$ cat src/rtl/spi_master_reader.sv
// SPI mode-0 read master: sends one address byte, then clocks in rd_len data
// bytes from the slave and presents each on a one-cycle rx_valid strobe.
module spi_master_reader #(
  parameter int unsigned CLK_DIV = 4,
  parameter int unsigned LEN_W   = 16
) (
  input  logic             clk,
  input  logic             reset_n,
  input  logic             start,
  input  logic [7:0]       addr,
  input  logic [LEN_W-1:0] rd_len,
  output logic             busy,
  output logic             done,
  output logic [7:0]       rx_data,
  output logic             rx_valid,
  output logic             sclk,
  output logic             mosi,
  output logic             ssel,
  input  logic             miso
);

  // Bit counter holds 8*(rd_len+1), which needs LEN_W+4 bits at rd_len = max.
  localparam int unsigned CNT_W = LEN_W + 4;
  localparam int unsigned DIV_W = 8;
  localparam logic [DIV_W-1:0] DIV_LAST = DIV_W'(CLK_DIV - 1);

  typedef enum logic [2:0] {
    S_IDLE,
    S_SETUP,
    S_XFER,
    S_HOLD,
    S_GAP
  } state_t;

  state_t           state_q, state_d;
  logic [DIV_W-1:0] div_q, div_d;
  logic [CNT_W-1:0] bits_q, bits_d;
  logic [6:0]       tx_q, tx_d;
  logic [6:0]       rxs_q, rxs_d;
  logic             addr_ph_q, addr_ph_d;
  logic             busy_q, busy_d;
  logic             done_q, done_d;
  logic [7:0]       rx_data_q, rx_data_d;
  logic             rx_valid_q, rx_valid_d;
  logic             sclk_q, sclk_d;
  logic             mosi_q, mosi_d;
  logic             ssel_q, ssel_d;
  logic             rise;

  // State and registered outputs.
  always_ff @(posedge clk or negedge reset_n) begin
    if (!reset_n) begin
      state_q    <= S_IDLE;
      div_q      <= '0;
      bits_q     <= '0;
      tx_q       <= '0;
      rxs_q      <= '0;
      addr_ph_q  <= 1'b0;
      busy_q     <= 1'b0;
      done_q     <= 1'b0;
      rx_data_q  <= 8'h00;
      rx_valid_q <= 1'b0;
      sclk_q     <= 1'b0;
      mosi_q     <= 1'b0;
      ssel_q     <= 1'b1;
    end else begin
      state_q    <= state_d;
      div_q      <= div_d;
      bits_q     <= bits_d;
      tx_q       <= tx_d;
      rxs_q      <= rxs_d;
      addr_ph_q  <= addr_ph_d;
      busy_q     <= busy_d;
      done_q     <= done_d;
      rx_data_q  <= rx_data_d;
      rx_valid_q <= rx_valid_d;
      sclk_q     <= sclk_d;
      mosi_q     <= mosi_d;
      ssel_q     <= ssel_d;
    end
  end

  // Next-state, phase timing, shifting and byte delivery.
  always_comb begin
    state_d    = state_q;
    div_d      = div_q;
    bits_d     = bits_q;
    tx_d       = tx_q;
    rxs_d      = rxs_q;
    addr_ph_d  = addr_ph_q;
    busy_d     = busy_q;
    done_d     = 1'b0;
    rx_data_d  = rx_data_q;
    rx_valid_d = 1'b0;
    sclk_d     = sclk_q;
    mosi_d     = mosi_q;
    ssel_d     = ssel_q;
    rise       = 1'b0;

    case (state_q)
      S_IDLE: begin
        if (start) begin
          state_d   = S_SETUP;
          div_d     = '0;
          tx_d      = addr[6:0];
          bits_d    = (CNT_W'(rd_len) + CNT_W'(1)) << 3;
          addr_ph_d = 1'b1;
          busy_d    = 1'b1;
          ssel_d    = 1'b0;
          sclk_d    = 1'b0;
          mosi_d    = addr[7];
        end
      end
      S_SETUP: begin
        if (div_q == DIV_LAST) begin
          div_d   = '0;
          state_d = S_XFER;
          sclk_d  = 1'b1;
          rise    = 1'b1;
        end else begin
          div_d = div_q + DIV_W'(1);
        end
      end
      S_XFER: begin
        if (div_q == DIV_LAST) begin
          div_d = '0;
          if (sclk_q) begin
            // Falling edge: advance mosi; the last bit's low phase is HOLD.
            sclk_d = 1'b0;
            mosi_d = tx_q[6];
            tx_d   = {tx_q[5:0], 1'b0};
            if (bits_q == CNT_W'(1)) begin
              state_d = S_HOLD;
            end else begin
              bits_d = bits_q - CNT_W'(1);
            end
          end else begin
            sclk_d = 1'b1;
            rise   = 1'b1;
          end
        end else begin
          div_d = div_q + DIV_W'(1);
        end
      end
      S_HOLD: begin
        if (div_q == DIV_LAST) begin
          div_d   = '0;
          state_d = S_GAP;
          ssel_d  = 1'b1;
          mosi_d  = 1'b0;
        end else begin
          div_d = div_q + DIV_W'(1);
        end
      end
      S_GAP: begin
        if (div_q == DIV_LAST) begin
          div_d   = '0;
          state_d = S_IDLE;
          busy_d  = 1'b0;
          done_d  = 1'b1;
        end else begin
          div_d = div_q + DIV_W'(1);
        end
      end
      default: state_d = S_IDLE;
    endcase

    // Rising edge: sample miso; bits_q is 1 mod 8 on the last bit of a byte.
    if (rise) begin
      rxs_d = {rxs_q[5:0], miso};
      if (bits_q[2:0] == 3'd1) begin
        if (addr_ph_q) begin
          addr_ph_d = 1'b0;
        end else begin
          rx_data_d  = {rxs_q, miso};
          rx_valid_d = 1'b1;
        end
      end
    end
  end

  assign busy     = busy_q;
  assign done     = done_q;
  assign rx_data  = rx_data_q;
  assign rx_valid = rx_valid_q;
  assign sclk     = sclk_q;
  assign mosi     = mosi_q;
  assign ssel     = ssel_q;

endmodule

$ cat config.mk
export PLATFORM = sky130hd
export DESIGN_NAME = spi_master_reader
export DESIGN_NICKNAME = d
export VERILOG_FILES = /design/src/rtl/spi_master_reader.sv
export SDC_FILE = /design/constraint.sdc
export NUM_CORES = 1
export LEC_CHECK = 0
export ABC_AREA = 1
export CAP_MARGIN = 0
export CORE_MARGIN = 1
export CORE_UTILIZATION = 30
export CTS_BUF_LIST = sky130_fd_sc_hd__clkbuf_4 sky130_fd_sc_hd__clkbuf_8
export CTS_CLUSTER_DIAMETER = 200
export DETAILED_ROUTE_END_ITERATION = 12
export PLACE_DENSITY = 0.59
export SLEW_MARGIN = 40
export SYNTH_ARGS = -nofsm -noshare
export SYNTH_HDL_FRONTEND = slang
export SYNTH_SLANG_ARGS = --single-unit
export TNS_END_PERCENT = 50
$ cat constraint.sdc
create_clock -name clk -period 4.28 [get_ports clk]
set_input_delay 0.428 -clock clk [delete_from_list [all_inputs] [get_ports clk]]
set_output_delay 0.428 -clock clk [all_outputs]
set_load 0.05 [all_outputs]
==> metrics.md <==
| Metric | Value |
|---|---|
| CTS H-tree lvls | 3 |
| First-pass GRT wire length | 15800 um |
| Clock Tree Buf Depth | 2 |
| Drt wl/cell | 12.9 um |
| Worst Setup EP | bits_q[1]$_DFFE_PN0P_ |
| GRT Overall Usage | 0.157 |
| Non-Filler Instances | 722 |
| Vias per cell | 4.84 |
| Vias in the first global route | 3371 |
| Max-slew headroom | 0.502 |
| Cell family with most CP delay | simple AND/OR/NAND/NOR gates |
| Largest family of logic cells by synthesized area | simple AND/OR/NAND/NOR gates |
| Crit path from | state_q[2]$_DFFE_PN0P_ |
| Post-synthesis cell area | 3690 um2 |
| CP bufs+invs | 2 |
| Starting density of the core | 0.308 |
| HPWL Detailed | 6710 um |
| Clk_lat worst skew | 360 ps |
| Status | complete, no violations |
| CP cell instances | inv_2 -> nand2_2 -> nor2_4 -> clkinv_1 -> or2_2 -> o21ai_1 |
| Setup CP Type | flop to flop |
| Total core area | 12000 um2 |
| Hold Fails Final Rpt | 0 |
| Lkg Pwr | 2.12 nW |
| Pin count of the biggest net entering global routing | 33 |
| GR Overflow Total | 0 |
| FF-to-FF End | bits_q[1]$_DFFE_PN0P_ |
| Synth-to-Final Area Change | 19.4% |
| Post-Synth Adder-Cell Area | 0.0135 |
| CTS buffer count | 9 |
| Top cells by area in the synthesized netlist | dfrtp_1, nand2_1, o21ai_0, nand3_1, inv_1 |
| Rows | 40 |
| Max Slew Vio Count | 0 |
| Max VDD drop | 0.186 mV |
| Simple-gate share of the synthesized area | 0.362 |
| Synth Area in Compound Gates | 0.116 |
| Placed Cells | 706 |
| EDFF count, synth | 0 |
| Final worst path period need | 2650 ps |
| Share of cells above drive strength 1 | 0.0922 |
| Post-route setup TNS | 0 ps |
| # DRC | 0 |
| Seq/Total Area, Yosys | 0.407 |
| PortBufs | 41 |
| FF+latch count, synth | 60 |
| Tightest Pin Transition | 743 ps |
| Drt pass-1 iters | 5 |
| Multiplexer area fraction after synthesis | 0.00271 |
| Routability-driven placement congestion ratio | 0.950 |
| CTS tree | built |
| Die Span X | 113 um |
| Yosys top cell area share | 0.400 |
| Clock sinks | 60 |
| PwrDens | 264 nW/um2 |
| Slowest-stage cell, CP | clkinv_1 |
| Syn Area/Cell | 6.98 um2 |
| Number of I/O pins | 42 |
| Net Count, Synth | 561 |
| Clk Tree Root Cell | clkbuf_8 |
| Cell taking the most area after synthesis | dfrtp_1 |
| Vias | 3492 |
| Final period utilization | 0.619 |
| R2R depth | 6 |
| Final Setup Violations | 0 |
| Die Ht | 113 um |
| CP required | 4560 ps |
| Crit Path Max Fanout | 30 |
| Final Util | 0.367 |
| Peak Freq | 377 MHz |
| Post-route ant nets | 0 |
| RSZ-0062 raised after global routing | false |
| CP Depth | 6 |
| Die ar. | 12800 um2 |
| Initial DRC count | 213 |
| Diodes inserted | 0 |
| Hold Crit Class | input pin to async pin |
| Max-cap violation count | 0 |
| Yosys cell types | 36 |
| Final worst slack | 1630 ps |
| CTS clock-pin slew for the worst setup and hold paths | 80 ps |
| Final #Nets | 602 |
| Ys flop type | dfrtp_1 |
| Ys Warns | 0 |
| Clk_skew | 6.80 ps |
| Worst r2r src | state_q[2]$_DFFE_PN0P_ |
| CTS Hold Bufs | 0 |
| Initial antenna violation count | 0 |
| R2r setup slk | 1630 ps |
| Kind of start point of the critical path | flop |
| Post-Synth XOR/XNOR Area | 0.0142 |
| Critical path arrival | 2930 ps |
| Dpl ws | 1950 ps |
| Ys async rst share | 1.00 |
| Layout fillers | 1265 |
| Setup Fix Bufs, Post-CTS | 0 |
| Number of gates resized after cts | 0 |
| Gate Count Post-Synth | 529 |
| CP Capture Type | flop |
| Crit-path max cell delay | 800 ps |
| WL final | 9280 um |
==> per-layer routing <==
metal | vias to the layer above | global-route usage | wire, um | part of all wire
li1 | 1772 | - | - | -
met1 | 1609 | 0.198 | 4300 | 0.46
met2 | 94 | 0.260 | 4340 | 0.47
met3 | 17 | 0.0348 | 473 | 0.051
met4 | 0 | 0.0623 | 173 | 0.019
met5 | - | 0 | 0 | 0
==> cells in the final DEF (no fill, tap or decap), drive strengths merged, types with 9 or more instances in the layout <==
cell and count:
clkbuf 9, nand2 180, nand4 9, clkdlybuf4s50 40, dfrtp 59, o21ai 58
nor2 59, inv 61, nand3 48, a21oi 13
==> logic make-up (layout without fill, tap and decap cells) <==
group                    count (synthesis)  after routing
AO/OA/AOI/OAI                           78             78
XOR/XNOR                                 6              6
adder cells (fa/ha/maj)                  4              4
buffers and inverters                   74            120
flip-flops                              60             60
multiplexers                             1              1
AND/OR/NAND/NOR                        306            306
==> flip-flops by register name, summed over array words and instances (netlist names) <==
name,cells
rx_valid,1
div_q,8
rxs_q,7
tx_q,7
ssel,1
rx_data,8
busy,1
sclk,1
addr_ph_q,1
state_q,3
mosi,1
done,1
bits_q,20
==> synthesized netlist by cell type, types with 5 or more instances <==
| cell type | number |
|---|---|
| nand2_1 | 173 |
| dfrtp_1 | 59 |
| inv_1 | 55 |
| nor2_1 | 50 |
| o21ai_0 | 48 |
| nand3_1 | 46 |
| a21oi_1 | 13 |
| nand4_1 | 8 |
| nand2_2 | 7 |
| o21ai_2 | 7 |
| inv_2 | 6 |
| nor2_2 | 5 |
| nor3_1 | 5 |
==> cell type report <==
class	count	area, um2	area share
well taps	147	184	0.0417
repair buffers	42	413	0.0936
clock buffers	9	124	0.0281
multi-input cells	395	1880	0.426
inverters	62	234	0.0530
flip-flops and latches	60	1500	0.341
clock inverters	7	76.3	0.0173
==> report_power, final <==
part           switching (mW)  total (mW)  internal [mW]  leakage (nW)
registers                   0       0.567          0.567         0.742
clock network           0.258       0.529          0.271        0.0958
logic                  0.0393      0.0709         0.0317          1.29
==> worst reg2reg max path, cell delays in order (launching register included) <==
cell and delay, ps:
dfrtp_1 430, inv_2 90, nand2_2 80, nor2_4 500
clkinv_1 810, or2_2 540, o21ai_1 120
==> per-stage QoR <==
stage,total power [mW],cell area (um2),hold WS [ps]
floorplan,0.599,3690,132
global placement,0.649,4210,460
detailed placement,0.649,4210,468
CTS,1.19,4410,119
global route,1.22,4410,159
finish,1.17,4410,110
==> worst min path at each step <==
stage	startpoint	to	slack, ps	depth (start not counted)
final	reset_n	tx_q[5]$_DFFE_PN0P_	110	1
after global routing	reset_n	tx_q[0]$_DFFE_PN0P_	160	1
after CTS	reset_n	tx_q[0]$_DFFE_PN0P_	120	1
after detailed placement	rxs_q[6]$_DFFE_PN0N_	rx_data[7]$_DFFE_PN0P_	470	2
after global placement	rxs_q[6]$_DFFE_PN0N_	rx_data[7]$_DFFE_PN0P_	460	2
after floorplan	reset_n	addr_ph_q$_DFF_PN0_	130	0
Note: power is estimated with default switching activity, not from simulation.
